`src/rtl/hough_pkg.sv`:
```
// Shared Hough constants and sweep state type, also used by the accumulator.
// Latency: none (declarations only).
// Backpressure: none (declarations only).
package hough_pkg;

    localparam int          ANGLE_W         = 8;
    localparam logic [7:0]  ANGLE_MIN       = 8'd1;
    localparam logic [7:0]  ANGLE_MAX       = 8'd180;
    localparam logic [7:0]  ANGLE_ZERO_IDX  = 8'd1;   // 0 degrees: cos is exactly 1.0
    localparam logic [7:0]  ANGLE_RIGHT_IDX = 8'd91;  // 90 degrees: sin is 1.0, cos is 0

    localparam int          Q_FRAC          = 16;
    localparam logic [16:0] Q_ONE           = 17'h10000;

    typedef enum logic {
        IDLE  = 1'b0,
        SWEEP = 1'b1
    } sweep_state_t;

endpackage

```
`src/rtl/hough_rho_mac.sv`:
```
// Two-stage rho datapath: stage 1 multiplies |cos|,|sin| by x,y; stage 2 signs, sums, scales, saturates.
// Latency: 2 cycles from issue to registered vote.
// Backpressure: en_i low freezes both stages (valids and data) so the output vote holds stable.
// Build option HOUGH_RHO_ROUND_EN: round half up when dropping the Q0.16 fraction; otherwise floor.
module hough_rho_mac
    import hough_pkg::*;
#(
    parameter int X_W   = 10,
    parameter int Y_W   = 10,
    parameter int RHO_W = 12
) (
    input  logic                    clk,
    input  logic                    rst,
    input  logic                    en_i,
    input  logic                    issue_vld_i,
    input  logic [ANGLE_W-1:0]      angle_i,
    input  logic [X_W-1:0]          x_i,
    input  logic [Y_W-1:0]          y_i,
    input  logic [15:0]             cos_i,
    input  logic [15:0]             sin_i,
    output logic                    s1_vld_o,
    output logic                    vote_vld_o,
    output logic [ANGLE_W-1:0]      vote_angle_o,
    output logic [RHO_W-1:0]        vote_rho_o
);

    localparam int MW = (X_W > Y_W) ? X_W : Y_W;
    localparam int SW = MW + 19;

    localparam logic signed [SW-1:0] RHO_MAX = SW'((64'sd1 <<< (RHO_W - 1)) - 64'sd1);
    localparam logic signed [SW-1:0] RHO_MIN = ~RHO_MAX;

    // Stage-1 operands: 17-bit magnitudes so that exact 1.0 can be represented
    logic [16:0]        cos_mag;
    logic [16:0]        sin_mag;
    logic [X_W+16:0]    px_d;
    logic [Y_W+16:0]    py_d;
    logic               neg_d;

    // Stage-1 registers
    logic               s1_vld_q;
    logic [X_W+16:0]    px_q;
    logic [Y_W+16:0]    py_q;
    logic               neg_q;
    logic [ANGLE_W-1:0] ang1_q;

    // Stage-2 signals
    logic signed [SW-1:0] px_ext;
    logic signed [SW-1:0] py_ext;
    logic signed [SW-1:0] sum;
    logic signed [SW-1:0] sum_adj;
    logic signed [SW-1:0] rho_full;
    logic [RHO_W-1:0]     rho_d;

    // Stage-2 registers
    logic                 vote_vld_q;
    logic [ANGLE_W-1:0]   vote_angle_q;
    logic [RHO_W-1:0]     vote_rho_q;

    // Unity substitution at 0/90 degrees, forced zero cos at 90, then unsigned products
    always_comb begin
        cos_mag = {1'b0, cos_i};
        sin_mag = {1'b0, sin_i};
        if (angle_i == ANGLE_ZERO_IDX) begin
            cos_mag = Q_ONE;
        end
        if (angle_i == ANGLE_RIGHT_IDX) begin
            cos_mag = '0;
            sin_mag = Q_ONE;
        end
        px_d  = {17'd0, x_i} * {{X_W{1'b0}}, cos_mag};
        py_d  = {17'd0, y_i} * {{Y_W{1'b0}}, sin_mag};
        neg_d = (angle_i > ANGLE_RIGHT_IDX);
    end

    // Stage-1 register: products, cos sign and angle tag
    always_ff @(posedge clk or posedge rst) begin
        if (rst) begin
            s1_vld_q <= 1'b0;
            px_q     <= '0;
            py_q     <= '0;
            neg_q    <= 1'b0;
            ang1_q   <= '0;
        end else if (en_i) begin
            s1_vld_q <= issue_vld_i;
            if (issue_vld_i) begin
                px_q   <= px_d;
                py_q   <= py_d;
                neg_q  <= neg_d;
                ang1_q <= angle_i;
            end
        end
    end

    // Signed sum, drop the Q0.16 fraction, clamp to the output width
    always_comb begin
        px_ext = $signed({{(SW - X_W - 17){1'b0}}, px_q});
        py_ext = $signed({{(SW - Y_W - 17){1'b0}}, py_q});
        sum    = neg_q ? (py_ext - px_ext) : (py_ext + px_ext);
`ifdef HOUGH_RHO_ROUND_EN
        sum_adj = sum + (SW'(1) <<< (Q_FRAC - 1));
`else
        sum_adj = sum;
`endif
        rho_full = sum_adj >>> Q_FRAC;
        if (rho_full > RHO_MAX) begin
            rho_d = RHO_MAX[RHO_W-1:0];
        end else if (rho_full < RHO_MIN) begin
            rho_d = RHO_MIN[RHO_W-1:0];
        end else begin
            rho_d = rho_full[RHO_W-1:0];
        end
    end

    // Stage-2 register: the vote presented downstream
    always_ff @(posedge clk or posedge rst) begin
        if (rst) begin
            vote_vld_q   <= 1'b0;
            vote_angle_q <= '0;
            vote_rho_q   <= '0;
        end else if (en_i) begin
            vote_vld_q <= s1_vld_q;
            if (s1_vld_q) begin
                vote_angle_q <= ang1_q;
                vote_rho_q   <= rho_d;
            end
        end
    end

    assign s1_vld_o     = s1_vld_q;
    assign vote_vld_o   = vote_vld_q;
    assign vote_angle_o = vote_angle_q;
    assign vote_rho_o   = vote_rho_q;

endmodule

```
`src/rtl/hough_rho_sweep.sv`:
```
// Per-pixel angle sweeper: walks angle 1..180, drives cos/sin LUTs, emits one (angle, rho) vote per cycle.
// Latency: 2 cycles from pixel accept to first vote; 180 votes per pixel, back-to-back pixels without bubble.
// Backpressure: vote_valid && !vote_ready freezes angle, latched pixel and both pipeline stages.
// Build option HOUGH_RHO_ROUND_EN selects round-half-up rho (default floor).
module hough_rho_sweep
    import hough_pkg::*;
#(
    parameter int X_W   = 10,
    parameter int Y_W   = 10,
    parameter int RHO_W = 12
) (
    input  logic                clk,
    input  logic                rst,
    input  logic                pix_valid,
    output logic                pix_ready,
    input  logic [X_W-1:0]      pix_x,
    input  logic [Y_W-1:0]      pix_y,
    output logic [7:0]          angle_value,
    input  logic [15:0]         cos_value,
    input  logic [15:0]         sin_value,
    output logic                vote_valid,
    input  logic                vote_ready,
    output logic [7:0]          vote_angle,
    output logic [RHO_W-1:0]    vote_rho,
    output logic                busy
);

    sweep_state_t       state_q, state_d;
    logic [7:0]         angle_q, angle_d;
    logic [X_W-1:0]     x_q, x_d;
    logic [Y_W-1:0]     y_q, y_d;

    logic               stall;
    logic               issue;
    logic               s1_vld;

    assign stall = vote_valid && !vote_ready;

    // Sweep control: accept pixels, step the angle, chain pixels at angle 180
    always_comb begin
        state_d   = state_q;
        angle_d   = angle_q;
        x_d       = x_q;
        y_d       = y_q;
        pix_ready = 1'b0;
        issue     = 1'b0;
        case (state_q)
            IDLE: begin
                pix_ready = 1'b1;
                if (pix_valid) begin
                    x_d     = pix_x;
                    y_d     = pix_y;
                    angle_d = ANGLE_MIN;
                    state_d = SWEEP;
                end
            end
            SWEEP: begin
                if (!stall) begin
                    issue = 1'b1;
                    if (angle_q == ANGLE_MAX) begin
                        pix_ready = 1'b1;
                        angle_d   = ANGLE_MIN;
                        if (pix_valid) begin
                            x_d = pix_x;
                            y_d = pix_y;
                        end else begin
                            state_d = IDLE;
                        end
                    end else begin
                        angle_d = angle_q + 8'd1;
                    end
                end
            end
            default: begin
                state_d = IDLE;
                angle_d = ANGLE_MIN;
            end
        endcase
    end

    // Sweep state, angle and latched pixel registers
    always_ff @(posedge clk or posedge rst) begin
        if (rst) begin
            state_q <= IDLE;
            angle_q <= ANGLE_MIN;
            x_q     <= '0;
            y_q     <= '0;
        end else begin
            state_q <= state_d;
            angle_q <= angle_d;
            x_q     <= x_d;
            y_q     <= y_d;
        end
    end

    hough_rho_mac #(
        .X_W   (X_W),
        .Y_W   (Y_W),
        .RHO_W (RHO_W)
    ) u_mac (
        .clk          (clk),
        .rst          (rst),
        .en_i         (!stall),
        .issue_vld_i  (issue),
        .angle_i      (angle_q),
        .x_i          (x_q),
        .y_i          (y_q),
        .cos_i        (cos_value),
        .sin_i        (sin_value),
        .s1_vld_o     (s1_vld),
        .vote_vld_o   (vote_valid),
        .vote_angle_o (vote_angle),
        .vote_rho_o   (vote_rho)
    );

    assign angle_value = angle_q;
    assign busy        = (state_q == SWEEP) || s1_vld || vote_valid;

endmodule

```
`config.mk`:
```
export PLATFORM = sky130hd
export DESIGN_NAME = hough_rho_sweep
export DESIGN_NICKNAME = d
export VERILOG_FILES = /design/src/rtl/hough_pkg.sv /design/src/rtl/hough_rho_mac.sv /design/src/rtl/hough_rho_sweep.sv
export SDC_FILE = /design/constraint.sdc
export NUM_CORES = 1
export LEC_CHECK = 0
export BUFFER_PORTS_ARGS = -buffer_cell sky130_fd_sc_hd__buf_2
export CAP_MARGIN = 20
export CORE_ASPECT_RATIO = 0.5
export CORE_MARGIN = 2
export CORE_UTILIZATION = 50
export CTS_CLUSTER_DIAMETER = 150
export DETAILED_ROUTE_END_ITERATION = 6
export MAX_ROUTING_LAYER = met4
export PLACE_DENSITY = 0.71
export SYNTH_ARGS = -nofsm -noshare
export SYNTH_HDL_FRONTEND = slang
export SYNTH_SLANG_ARGS = --single-unit
```
`constraint.sdc`:
```
create_clock -name clk -period 16.1 [get_ports clk]
set_clock_uncertainty 0.05 [all_clocks]
set_input_delay 0.805 -clock clk [delete_from_list [all_inputs] [get_ports clk]]
set_output_delay 0.805 -clock clk [all_outputs]
set_load 0.005 [all_outputs]
```
# [After elaboration in Yosys (flattened, before gate mapping)]
# Cells that the tools add are included.
[totals] wordCells=63 in_bits=56 ff_bits=114
[op_classes] addsub=3 eq_ne=6 order_cmp=3 n_bitwise=2 mul=2 n_mux=27 n_reduce_logical=8
[op_table] op="10-bit 2-to-1 mux" count=6
[op_table] op="10-bit by 17-bit multiplier with 27-bit output" count=2
[op_table] op="17-bit 2-to-1 mux" count=3
[op_table] op="10-bit one-hot mux with 2 select lines" count=2
[op_table] op="29-bit 2-to-1 mux" count=1
[op_table] op="27-bit by 27-bit adder with 28-bit output" count=1
[op_table] op="27-bit by 27-bit subtractor with 28-bit output" count=1
[op_table] op="12-bit 2-to-1 mux" count=2
[op_table] op="8-bit 2-to-1 mux" count=3
[op_table] op="8-bit one-hot mux with 2 select lines" count=1
[op_table] op="13-bit by 12-bit greater-than comparator with 1-bit output (second input constant)" count=1
[op_table] op="13-bit by 12-bit < comparator with 1-bit output (second input constant)" count=1
[op_table] op="8-bit by 1-bit adder with 8-bit output (second input constant)" count=1
[op_table] op="8-bit by 1-bit == test with 1-bit output (second input constant)" count=1
[op_table] op="8-bit by 7-bit == test with 1-bit output (second input constant)" count=1
[op_table] op="8-bit == test (second input constant)" count=1
[op_table] op="8-bit by 7-bit greater-than comparator with 1-bit output (second input constant)" count=1
[op_table] op="2-bit AND reduction" count=4
[op_table] op="1-bit 2-to-1 mux" count=7
[op_table] op="2-bit inequality test (second input constant)" count=2
[op_table] op="1-bit one-hot mux with 2 select lines" count=2
[op_table] op="1-bit logical OR" count=2
[op_table] op="2-bit by 1-bit inequality test with 1-bit output (second input constant)" count=1
[op_table] op="1-bit NOT" count=2
[op_table] op="other kinds (2)" count=2

# [Logic depth before layout (Yosys ltp)]
# Gate-level depths: netlist of run 1.
[logic_depth] ltp_word=5 ltp_mapped=28 mapped_depth_nobuf=26

# [By module]
# A second synthesis of run 1 with hierarchy kept.
[unflattened] cells_unflattened=1988 area_unflattened_um2=17337.9
[by_module_without_submodules] module="hough_rho_mac" area_each_um2=15962.8 n_inst=1 cells_each=1891
[by_module_without_submodules] module="hough_rho_sweep" area_each_um2=1375.1 n_inst=1 cells_each=97

# [Least setup slack after synthesis of run 1]
# OpenSTA, ideal clock, no wires.
[synth_path] path_type="reg-to-reg" from="register angle_q[2], in the netlist angle_value[2]" to="register u_mac.px_q[25]" synth_period_minus_slack_ns=6.523 path_buffers=3 t_arrival_ns=6.343 t_required_ns=15.920 path_slack_ns=9.577 stages_incl_launch_ff=29 path_cell_list="dfrtp_1 > clkbuf_1 > nor3_1 > and4b_1 > nor2_1 > clkbuf_1 > and2_1 > clkbuf_1 > nand2_1 > fa_1 > inv_1 > fa_1 > inv_1 > fa_1 > inv_1 > fa_1 > inv_1 > fa_1 > inv_1 > ha_1 > a2111oi_0 > o21ai_1 > and3_1 > o21ai_1 > a211o_1 > nand2_1 > o31ai_1 > xor2_1 > o21ai_1"
[synth_between] elab_chain_len=4 word_cells_on_any_way=5 classes_between="mul (1); eq/ne (2); mux (2)"
[synth_rtl] element="start: declaration" line_no="hough_rho_sweep.sv:29" rtl="logic [7:0] angle_q, angle_d;"
[synth_rtl] element="start signal: assignment" line_no="hough_rho_sweep.sv:90" rtl="angle_q <= angle_d;"
[synth_rtl] element="8-bit by 1-bit == test with 1-bit output" line_no="hough_rho_mac.sv:64" rtl="if (angle_i == ANGLE_ZERO_IDX) begin"
[synth_rtl] element="17-bit 2-to-1 mux" line_no="hough_rho_mac.sv:64"
[synth_rtl] element="17-bit 2-to-1 mux *" line_no="hough_rho_mac.sv:67" rtl="if (angle_i == ANGLE_RIGHT_IDX) begin"
[synth_rtl] element="10-bit by 17-bit multiplier with 27-bit output *" line_no="hough_rho_mac.sv:71" rtl="px_d = {17'd0, x_i} * {{X_W{1'b0}}, cos_mag};"
[synth_rtl] element="end signal: assignment" line_no="hough_rho_mac.sv:87" rtl="px_q <= px_d;"
[synth_rtl] element="end: declaration" line_no="hough_rho_mac.sv:42" rtl="logic [X_W+16:0] px_q;"
# Every way passes the cells marked *; elsewhere a longest branch is shown, timed or not.
# A chain may end at the register's enable or synchronous reset.

# [Worst setup path in the final report of run 1]
[layout_path] from="register angle_q[4], in the netlist angle_value[4]" to="register u_mac.px_q[16]"
# The elaborated chain is that of the path after synthesis.

==> results of run 1 <==
[worst min-delay path by stage]
| stage | startpoint | to | slack, ns | depth (start not counted) |
|---|---|---|---|---|
| floorplan | u_mac.ang1_q[2] | u_mac.vote_angle_o[2] | 0.38 | 2 |
| global placement | u_mac.ang1_q[4] | u_mac.vote_angle_o[4] | 0.40 | 2 |
| detailed placement | u_mac.vote_angle_o[0] | u_mac.vote_angle_o[0] | 0.41 | 2 |
| CTS | rst | y_q[6] | 0.41 | 2 |
| global route | u_mac.ang1_q[0] | u_mac.vote_angle_o[0] | 0.44 | 2 |
| finish | rst | y_q[6] | 0.39 | 2 |
[Yosys cell counts, drive strengths merged, types with 8 or more instances]
cell type  instances  area (sq um)
a2111oi            8         82.58
a21o              25         187.7
a21oi             79         395.4
a31oi              8         50.05
and2              33         206.4
and3             167          1045
buf               37         151.4
clkbuf            74         277.8
dfrtp            113          2828
fa               236          4725
ha               179          2240
inv              304          1141
mux2              35         394.1
nand2            259         972.2
nand2b            19         118.9
nand3             30         150.1
nand4             10         62.56
nor2              52         195.2
nor3              21         105.1
o21a               8         60.06
o21ai             79         395.4
o21bai            16         120.1
o31ai              9         67.56
xnor2             23         201.4
xor2              33         289.0
[kinds of logic (layout without fill, tap and decap cells)]
kind of cell               after synthesis  in the layout  synth area share
and+or+nand+nor                        620            620            0.1778
adders and majority gates              415            415            0.4042
xor gates and xnor gates                56             56           0.02847
muxes                                   36             36           0.02346
buffers and inverters                  416            428           0.09136
DFF                                    114            114            0.1657
AOI/OAI and AO/OA                      290            290            0.1090
[metrics by stage]
step | instance area [sq um] | utilization | instances
after floorplan | 17230 | - | 1947
after global placement | 17840 | 0.5321 | 2368
after detailed placement | 17840 | 0.5321 | 2368
after CTS | 18430 | 0.5498 | 2400
after global routing | 18430 | 0.5498 | 2400
final | 18430 | 0.5498 | 2400
[power breakdown]
group          total [W]  switching (W)  internal [W]
Sequential      0.000533       0.000125      0.000408
Clock           0.000398       0.000155      0.000243
Combinational    0.00304        0.00180       0.00124
Total            0.00397        0.00208       0.00189
[critical path: cells and delay by family, from the launching register on]
kind	cells	cell delay, ns
adders and majority gates	6	2.82
buffers and inverters	6	0.88
DFF	1	0.45
AOI/OAI and AO/OA	8	1.64
xor gates and xnor gates	1	0.22
and+or+nand+nor	5	1.52
[cell type report]
cell class / instances / share of cell area
inverters: 305 / 0.06225
well taps: 441 / 0.02994
clock buffers: 19 / 0.02349
multi-input cells: 1417 / 0.6954
flip-flops and latches: 114 / 0.1549
repair buffers: 91 / 0.02539
clock inverters: 13 / 0.008690
[routing by layer]
metal | vias up | global-route usage | share of wire
li1 | 6332 | - | -
met1 | 6624 | 0.3648 | 0.47
met2 | 414 | 0.4032 | 0.45
met3 | 68 | 0.03980 | 0.060
met4 | 0 | 0.07709 | 0.021
met5 | - | - | 0
[flip-flops by register name (all words and copies together), names as in the netlist]
register	flops
angle_value	8
state_q	1
u_mac.ang1_q	8
u_mac.neg_q	1
u_mac.px_q	27
u_mac.py_q	27
u_mac.s1_vld_o	1
u_mac.vote_angle_o	8
u_mac.vote_rho_o	12
u_mac.vote_vld_o	1
x_q	10
y_q	10
==> impl_metrics.env, run 1 <==
export IMPL_number_of_buffers_inserted_to_repair_setup_after_cts=0
export IMPL_holdWs_ns=0.3871
export IMPL_cts_repair_resized=0
export IMPL_syn_cell_area_sq_mm=0.01723
export IMPL_floorplan_initialDensity=0.5140
export IMPL_power_density_mw_per_mm2=215.4
export IMPL_final_common_cell="inv_1"
export IMPL_power_ir_vdd_worst_v=0.0001153
export IMPL_critPathLaunchType="flop"
export IMPL_fin_setup_tns_ns=0
export IMPL_total_power_w=0.003970
export IMPL_hpwlAfterDp_um=34240
export IMPL_synth_seq_area_share=0.1656
export IMPL_achievable_frequency_mhz=128.7
export IMPL_vias_after_detailed_routing=13440
export IMPL_first_pass_grt_wire_length_um=71890
export IMPL_hold_buffer_count_at_cts=0
export IMPL_critical_path_required_ns=16.36
export IMPL_drive_gt1_frac=0.08627
export IMPL_drt_total_wl_um=43200
export IMPL_first_global_vias=13670
export IMPL_finalWeightedCongestion=0.9255
export IMPL_clockBufferDepth=2
export IMPL_distinct_cells_synth=76
export IMPL_status="completed"
export IMPL_global_route_usage_total=0.2632
export IMPL_mostFrequentLayoutCells="301 x inv_1, 258 x nand2_1, 236 x fa_1"
export IMPL_die_width_um=266.5
export IMPL_worst_setup_path_startpoint="angle_value[4]"
export IMPL_synth_net_count=2418
export IMPL_worst_ep_arrival_time_ns=8.03
export IMPL_max_slew_margin=0.4296
export IMPL_cts_root_buffer_cell="clkbuf_16"
export IMPL_cp_slowest_stage_delay_ns=0.60
export IMPL_timing_final_crit_share=0.4828
export IMPL_syn_avg_cell_area_sq_um=8.849
export IMPL_route_detailed_wl_per_inst_um=18.00
export IMPL_cts_htree_levels=4
export IMPL_nFillCells=3087
export IMPL_setup_worst_path_end_class="flop"
export IMPL_finalHoldViolations=0
export IMPL_synthArstFlopShare=1.000
export IMPL_synth_enable_flop_cells=0
export IMPL_area_used_by_multi_input_combinational_logic_sq_mm=0.01282
export IMPL_detail_route_antenna_nets=0
export IMPL_worst_slack_ns=8.327
export IMPL_worstPathMaxFanout=101
export IMPL_chipHeight_um=135.3
export IMPL_antenna_found_initial=0
export IMPL_fin_crit_ns=7.773
export IMPL_drv_cap=0
export IMPL_worstReg2RegStart="angle_value[4]"
export IMPL_row_count=47
export IMPL_route_detailed_drc=0
export IMPL_cts_inserted_buffers=17
export IMPL_clock_sinks=114
export IMPL_area_growth_syn_to_layout_pct=6.972
export IMPL_ff2ff_path_depth=26
export IMPL_pins_over_slew_limit=0
export IMPL_clock_tree_from_tritoncts="yes"
export IMPL_insertion_delay_ns=0.45
export IMPL_area_taken_by_flip_flops_and_latches_sq_mm=0.002854
export IMPL_setup_viol=0
export IMPL_preCtsSetupSlack_ns=8.397
export IMPL_via_per_inst=5.599
export IMPL_place_port_buffers=86
export IMPL_yosys_register_bits=114
export IMPL_drt_pre_antenna_iters=5
export IMPL_antenna_cells=0
export IMPL_slowest_stage="buf_4"
export IMPL_synth_ff_type="dfrtp_1"
export IMPL_worst_setup_path_type="reg -> reg"
export IMPL_nNetsFinal=2417
export IMPL_power_leakage_nw=9.906
export IMPL_ioPinCount=87
export IMPL_unrepaired_setup_endpoints_after_global_routing="false"
export IMPL_r2r_setup_slack_ns=8.33
export IMPL_grt_start_max_net_pins=102
export IMPL_timing_worst_slew_pin_value_ns=0.8556
export IMPL_synthCells=1947
export IMPL_cts_reportedPaths_clkPinSlew_ns=0.08
export IMPL_grt_overflow_total=0
export IMPL_die_area_sq_mm=0.03605
export IMPL_synthesis_yosys_warnings=0
export IMPL_hold_path_class="in -> async"
export IMPL_drtIter0Drc=961
export IMPL_crit_path_end="u_mac.px_q[16]"
export IMPL_reg2reg_to="u_mac.px_q[16]"
export IMPL_core_area_sq_mm=0.03352
No activity file was read; power rests on OpenSTA's default activity.
==> run 2, diff against run 1 <==
clock period = 7.7 ns   (was 16.1 ns; I/O delays follow)
==> impl_metrics.env, run 2 (same netlist as run 1, synthesis figures left out) <==
export IMPL_clock_tree_from_tritoncts="yes"
export IMPL_violations="negative hold slack"
export IMPL_route_detailed_drc=0
export IMPL_finalHoldViolations=4
export IMPL_holdWs_ns=-0.01163
export IMPL_ioPinCount=87
export IMPL_hold_path_class="in -> async"
export IMPL_area_used_by_multi_input_combinational_logic_sq_mm=0.01282
export IMPL_route_detailed_wl_per_inst_um=17.79
export IMPL_floorplan_initialDensity=0.5140
export IMPL_vias_after_detailed_routing=13350
export IMPL_first_pass_grt_wire_length_um=71430
export IMPL_detail_route_antenna_nets=0
export IMPL_area_growth_syn_to_layout_pct=7.378
export IMPL_antenna_found_initial=0
export IMPL_drt_pre_antenna_iters=5
export IMPL_worst_path_buf_inv=5
export IMPL_die_width_um=266.5
export IMPL_timing_worst_slew_pin_value_ns=0.8648
export IMPL_via_per_inst=5.545
export IMPL_fin_crit_ns=7.094
export IMPL_insertion_delay_ns=0.44
export IMPL_finalCoreUtilization=0.5519
export IMPL_cp_slowest_stage_delay_ns=0.55
export IMPL_cts_reportedPaths_clkPinSlew_ns=0.06
export IMPL_worst_setup_path_type="reg -> reg"
export IMPL_place_port_buffers=86
export IMPL_grt_overflow_total=0
export IMPL_finalWeightedCongestion=0.9509
export IMPL_chipHeight_um=135.3
export IMPL_cts_htree_levels=4
export IMPL_dpl_cell_area_sq_mm=0.01790
export IMPL_setup_viol=0
export IMPL_cts_repair_resized=0
export IMPL_drtIter0Drc=1098
export IMPL_hold_buffer_count_at_cts=0
export IMPL_drive_gt1_frac=0.09049
export IMPL_fin_setup_tns_ns=0
export IMPL_post_route_cell_area_sq_mm=0.01850
export IMPL_drt_total_wl_um=42850
export IMPL_slowest_stage="fa_1"
export IMPL_clockBufferDepth=2
export IMPL_hpwlAfterDp_um=33790
export IMPL_grt_start_max_net_pins=94
export IMPL_row_count=47
export IMPL_pins_over_slew_limit=0
export IMPL_antenna_cells=0
export IMPL_core_area_sq_mm=0.03352
export IMPL_area_taken_by_flip_flops_and_latches_sq_mm=0.002854
export IMPL_global_route_usage_total=0.2608
export IMPL_unrepaired_setup_endpoints_after_global_routing="false"
export IMPL_first_global_vias=13520
export IMPL_power_ir_vdd_worst_v=0.0002427
export IMPL_mostFrequentLayoutCells="301 x inv_1, 258 x nand2_1, 236 x fa_1"
export IMPL_status="finished, violations left"
export IMPL_number_of_buffers_inserted_to_repair_setup_after_cts=0
export IMPL_nFillCells=3094
export IMPL_cts_root_buffer_cell="clkbuf_16"
export IMPL_worstPathMaxFanout=13
export IMPL_max_slew_margin=0.4086
export IMPL_power_density_mw_per_mm2=441.8
export IMPL_critical_path_required_ns=7.94
export IMPL_cts_inserted_buffers=17
export IMPL_power_leakage_nw=9.949
export IMPL_cpLargestDelayFamily="adder cells"
export IMPL_achievable_frequency_mhz=141.0
export IMPL_critPathLaunchType="flop"
export IMPL_drv_cap=0
export IMPL_setup_worst_path_end_class="flop"
export IMPL_die_area_sq_mm=0.03605
export IMPL_timing_final_crit_share=0.9213
export IMPL_clock_sinks=114
export IMPL_nNetsFinal=2425
export IMPL_final_common_cell="inv_1"
export IMPL_worst_ep_arrival_time_ns=7.33
## run 2: metal layers
| metal | wire [um] | vias up | global-route usage |
|---|---|---|---|
| met4 | 584 | 0 | 0.05275 |
| met2 | 19300 | 372 | 0.4091 |
| met3 | 2915 | 44 | 0.04798 |
| li1 | - | 6361 | - |
| met5 | 0 | - | - |
| met1 | 20050 | 6575 | 0.3566 |
## run 2: report_power, final
part           leakage [nW]  internal (W)  switching (W)
clock network         0.293      0.000516       0.000311
registers              1.40      0.000853       0.000272
logic                  8.26       0.00257        0.00365
## run 2: worst paths after layout
kind | start | endpoint | depth (start not counted) | slack, ns
max reg2reg | angle_value[4] | u_mac.px_q[22] | 25 | 0.61
min reg2reg | u_mac.ang1_q[6] | u_mac.vote_angle_o[6] | 2 | 0.42
min | rst | y_q[5] | 2 | -0.01
max | angle_value[4] | u_mac.px_q[22] | 25 | 0.61
min in group clk | pix_x[1] | x_q[1] | 2 | 0.13
max in group asynchronous | rst | u_mac.py_q[15] | 3 | 6.24
## run 2: cell type report
cell class | instances | area share
Clock buffer | 19 | 0.02394
Tap cell | 441 | 0.02983
Clock inverter | 13 | 0.008657
Inverter | 305 | 0.06202
Sequential cell | 114 | 0.1543
Timing Repair Buffer | 99 | 0.02854
Multi-Input combinational cell | 1417 | 0.6927
## run 2: metrics by stage
| stage | instances | setup slack, ns | hold WS [ns] | total power [W] |
|---|---|---|---|---|
| 5_1_grt | 2408 | 0.1127 | 0.04102 | 0.009130 |
| 4_1_cts | 2408 | 0.6038 | 0.01159 | 0.008177 |
| 6_report | 2408 | 0.6059 | -0.01163 | 0.008173 |
| 3_5_place_dp | 2376 | 0.6585 | 0.4090 | 0.007271 |
| 3_3_place_gp | 2376 | 0.6537 | 0.4007 | 0.007227 |
| 2_1_floorplan | 1947 | 1.177 | 0.3831 | 0.005744 |
==> run 3, diff against run 2 <==
CORE_UTILIZATION = 37   (was 50)
PLACE_DENSITY = 0.57   (was 0.71)
==> impl_metrics.env, run 3 (same netlist as run 1, synthesis figures left out) <==
export IMPL_power_density_mw_per_mm2=438.0
export IMPL_setup_viol=0
export IMPL_ff2ff_path_depth=24
export IMPL_status="completed"
export IMPL_mostFrequentLayoutCells="301 x inv_1, 258 x nand2_1, 236 x fa_1"
export IMPL_cpLargestDelayFamily="adder cells"
export IMPL_worst_path_buf_inv=5
export IMPL_first_global_vias=13900
export IMPL_worst_slack_ns=0.5070
export IMPL_cts_root_buffer_cell="clkbuf_16"
export IMPL_finalHoldViolations=0
export IMPL_worst_setup_path_type="reg -> reg"
export IMPL_route_detailed_wl_per_inst_um=17.67
export IMPL_power_leakage_nw=9.924
export IMPL_setup_worst_path_end_class="flop"
export IMPL_global_route_usage_total=0.2078
export IMPL_clock_tree_from_tritoncts="yes"
export IMPL_hpwlAfterDp_um=35690
export IMPL_first_pass_grt_wire_length_um=76190
export IMPL_place_port_buffers=86
export IMPL_finalCoreUtilization=0.4101
export IMPL_nFillCells=4646
export IMPL_drt_total_wl_um=45750
export IMPL_pins_over_slew_limit=0
export IMPL_nNetsFinal=2420
export IMPL_drt_pre_antenna_iters=6
export IMPL_grt_overflow_total=0
export IMPL_preCtsSetupSlack_ns=0.5360
export IMPL_ioPinCount=87
export IMPL_grt_start_max_net_pins=107
export IMPL_max_slew_margin=0.3323
export IMPL_timing_final_crit_share=0.9342
export IMPL_die_area_sq_mm=0.04841
export IMPL_fin_setup_tns_ns=0
export IMPL_achievable_frequency_mhz=139.0
export IMPL_reg2reg_to="u_mac.py_q[24]"
export IMPL_die_width_um=309.2
export IMPL_drtIter0Drc=843
export IMPL_number_of_buffers_inserted_to_repair_setup_after_cts=0
export IMPL_power_ir_vdd_worst_v=0.0002307
export IMPL_critPathLaunchType="flop"
export IMPL_route_detailed_drc=0
export IMPL_cp_slowest_stage_delay_ns=0.72
export IMPL_critical_path_required_ns=7.94
export IMPL_hold_buffer_count_at_cts=0
export IMPL_cts_inserted_buffers=17
export IMPL_area_growth_syn_to_layout_pct=8.432
export IMPL_clockBufferDepth=2
export IMPL_slowest_stage="and2_0"
export IMPL_fin_crit_ns=7.193
export IMPL_final_common_cell="inv_1"
export IMPL_drive_gt1_frac=0.08970
export IMPL_cts_reportedPaths_clkPinSlew_ns=0.07
export IMPL_core_area_sq_mm=0.04556
export IMPL_antenna_found_initial=0
export IMPL_worst_ep_arrival_time_ns=7.43
export IMPL_clock_sinks=114
export IMPL_chipHeight_um=156.6
export IMPL_drv_cap=0
export IMPL_detail_route_antenna_nets=0
export IMPL_finalWeightedCongestion=0.9038
export IMPL_row_count=55
export IMPL_r2r_setup_slack_ns=0.51
export IMPL_vias_after_detailed_routing=13250
export IMPL_antenna_cells=0
export IMPL_worstReg2RegStart="angle_value[4]"
export IMPL_insertion_delay_ns=0.44
export IMPL_cts_htree_levels=4
export IMPL_timing_critical_path_cells="and2_0 -> nand4_1 -> and2_0 -> nand2_1 -> fa_1 -> inv_1 -> fa_1 -> inv_1 -> fa_1 -> inv_1 -> fa_1 -> inv_1 -> fa_1 -> inv_1 -> ha_1 -> a21o_1 -> o32ai_1 -> a2111oi_2 -> o41ai_1 -> a21oi_1 -> a21o_1 -> a21oi_1 -> xor2_1 -> o21ai_1"
export IMPL_floorplan_initialDensity=0.3782
export IMPL_hold_path_class="in -> async"
export IMPL_via_per_inst=5.117
export IMPL_timing_worst_slew_pin_value_ns=1.002
export IMPL_worstPathMaxFanout=15
export IMPL_unrepaired_setup_endpoints_after_global_routing="false"
[run 3: changes by cell type in the layout (fill, tap and decap cells not counted), sizes merged]
| cell | previous run | this run |
|---|---|---|
| inv | 305 | 312 |
| clkbuf | 19 | 17 |
| bufinv | 3 | 1 |
| clkinvlp | 2 | 1 |
| buf | 99 | 94 |
| clkinv | 8 | 6 |
[run 3: how the worst max path moves through the flow]
stage / from / to / slack (ns) / cells after the start
3_5_place_dp: angle_value[4] / u_mac.px_q[25] / 0.54 / 25
3_3_place_gp: angle_value[4] / u_mac.px_q[25] / 0.64 / 25
4_1_cts: angle_value[4] / u_mac.px_q[26] / 0.48 / 25
2_1_floorplan: angle_value[2] / u_mac.px_q[25] / 1.18 / 28
5_1_grt: angle_value[4] / u_mac.px_q[25] / 0.01 / 25
6_report: angle_value[4] / u_mac.py_q[24] / 0.51 / 24
[run 3: what timing repair did]
item / 4_1_cts / 5_1_grt
gates resized for setup: 0 / 2
setup endpoints to repair: 0 / 2
hold endpoints to repair: 0 / 0
[run 3: power by group]
group          leakage (nW)  switching [W]  internal, W
clock network         0.283       0.000347     0.000454
logic                  8.25        0.00367      0.00259
registers              1.40       0.000264     0.000853
[run 3: metal layers]
layer,track usage,vias up,part of all wire
met5,-,-,0
met4,0.04161,0,0.015
met3,0.03521,40,0.047
met1,0.2890,6569,0.49
li1,-,6348,-
met2,0.3199,290,0.44
[run 3: area by class of cell]
| type | instances | area, sq um | area share |
|---|---|---|---|
| multi-input cells | 1417 | 12820 | 0.6862 |
| flip-flops and latches | 114 | 2854 | 0.1528 |
| inverters | 305 | 1147 | 0.06142 |
| well taps | 627 | 784.5 | 0.04199 |
| repair buffers | 94 | 503.0 | 0.02692 |
| clock buffers | 17 | 425.4 | 0.02277 |
| clock inverters | 15 | 148.9 | 0.007970 |
[run 3: per-stage QoR]
step           instances  power [W]  hold slack, ns  area [sq um]
2_1_floorplan       1947   0.005744          0.3831         17230
3_3_place_gp        2557   0.007331          0.3970         18100
3_5_place_dp        2557   0.007344          0.4102         18100
4_1_cts             2589   0.008215         0.09845         18680
5_1_grt             2589   0.009202          0.1055         18680
6_report            2589   0.008183         0.06960         18680
[run 3: worst reg2reg max path, stage by stage (launching register included)]
cell and delay [ns]:
dfrtp_1 0.45, and2_0 0.27, nand4_1 0.27, and2_0 0.72, nand2_1 0.17, fa_1 0.53
inv_1 0.05, fa_1 0.50, inv_1 0.05, fa_1 0.53, inv_1 0.05, fa_1 0.49
inv_1 0.07, fa_1 0.50, inv_1 0.05, ha_1 0.24, a21o_1 0.21, o32ai_1 0.36
a2111oi_2 0.10, o41ai_1 0.51, a21oi_1 0.23, a21o_1 0.22, a21oi_1 0.16, xor2_1 0.18
o21ai_1 0.07
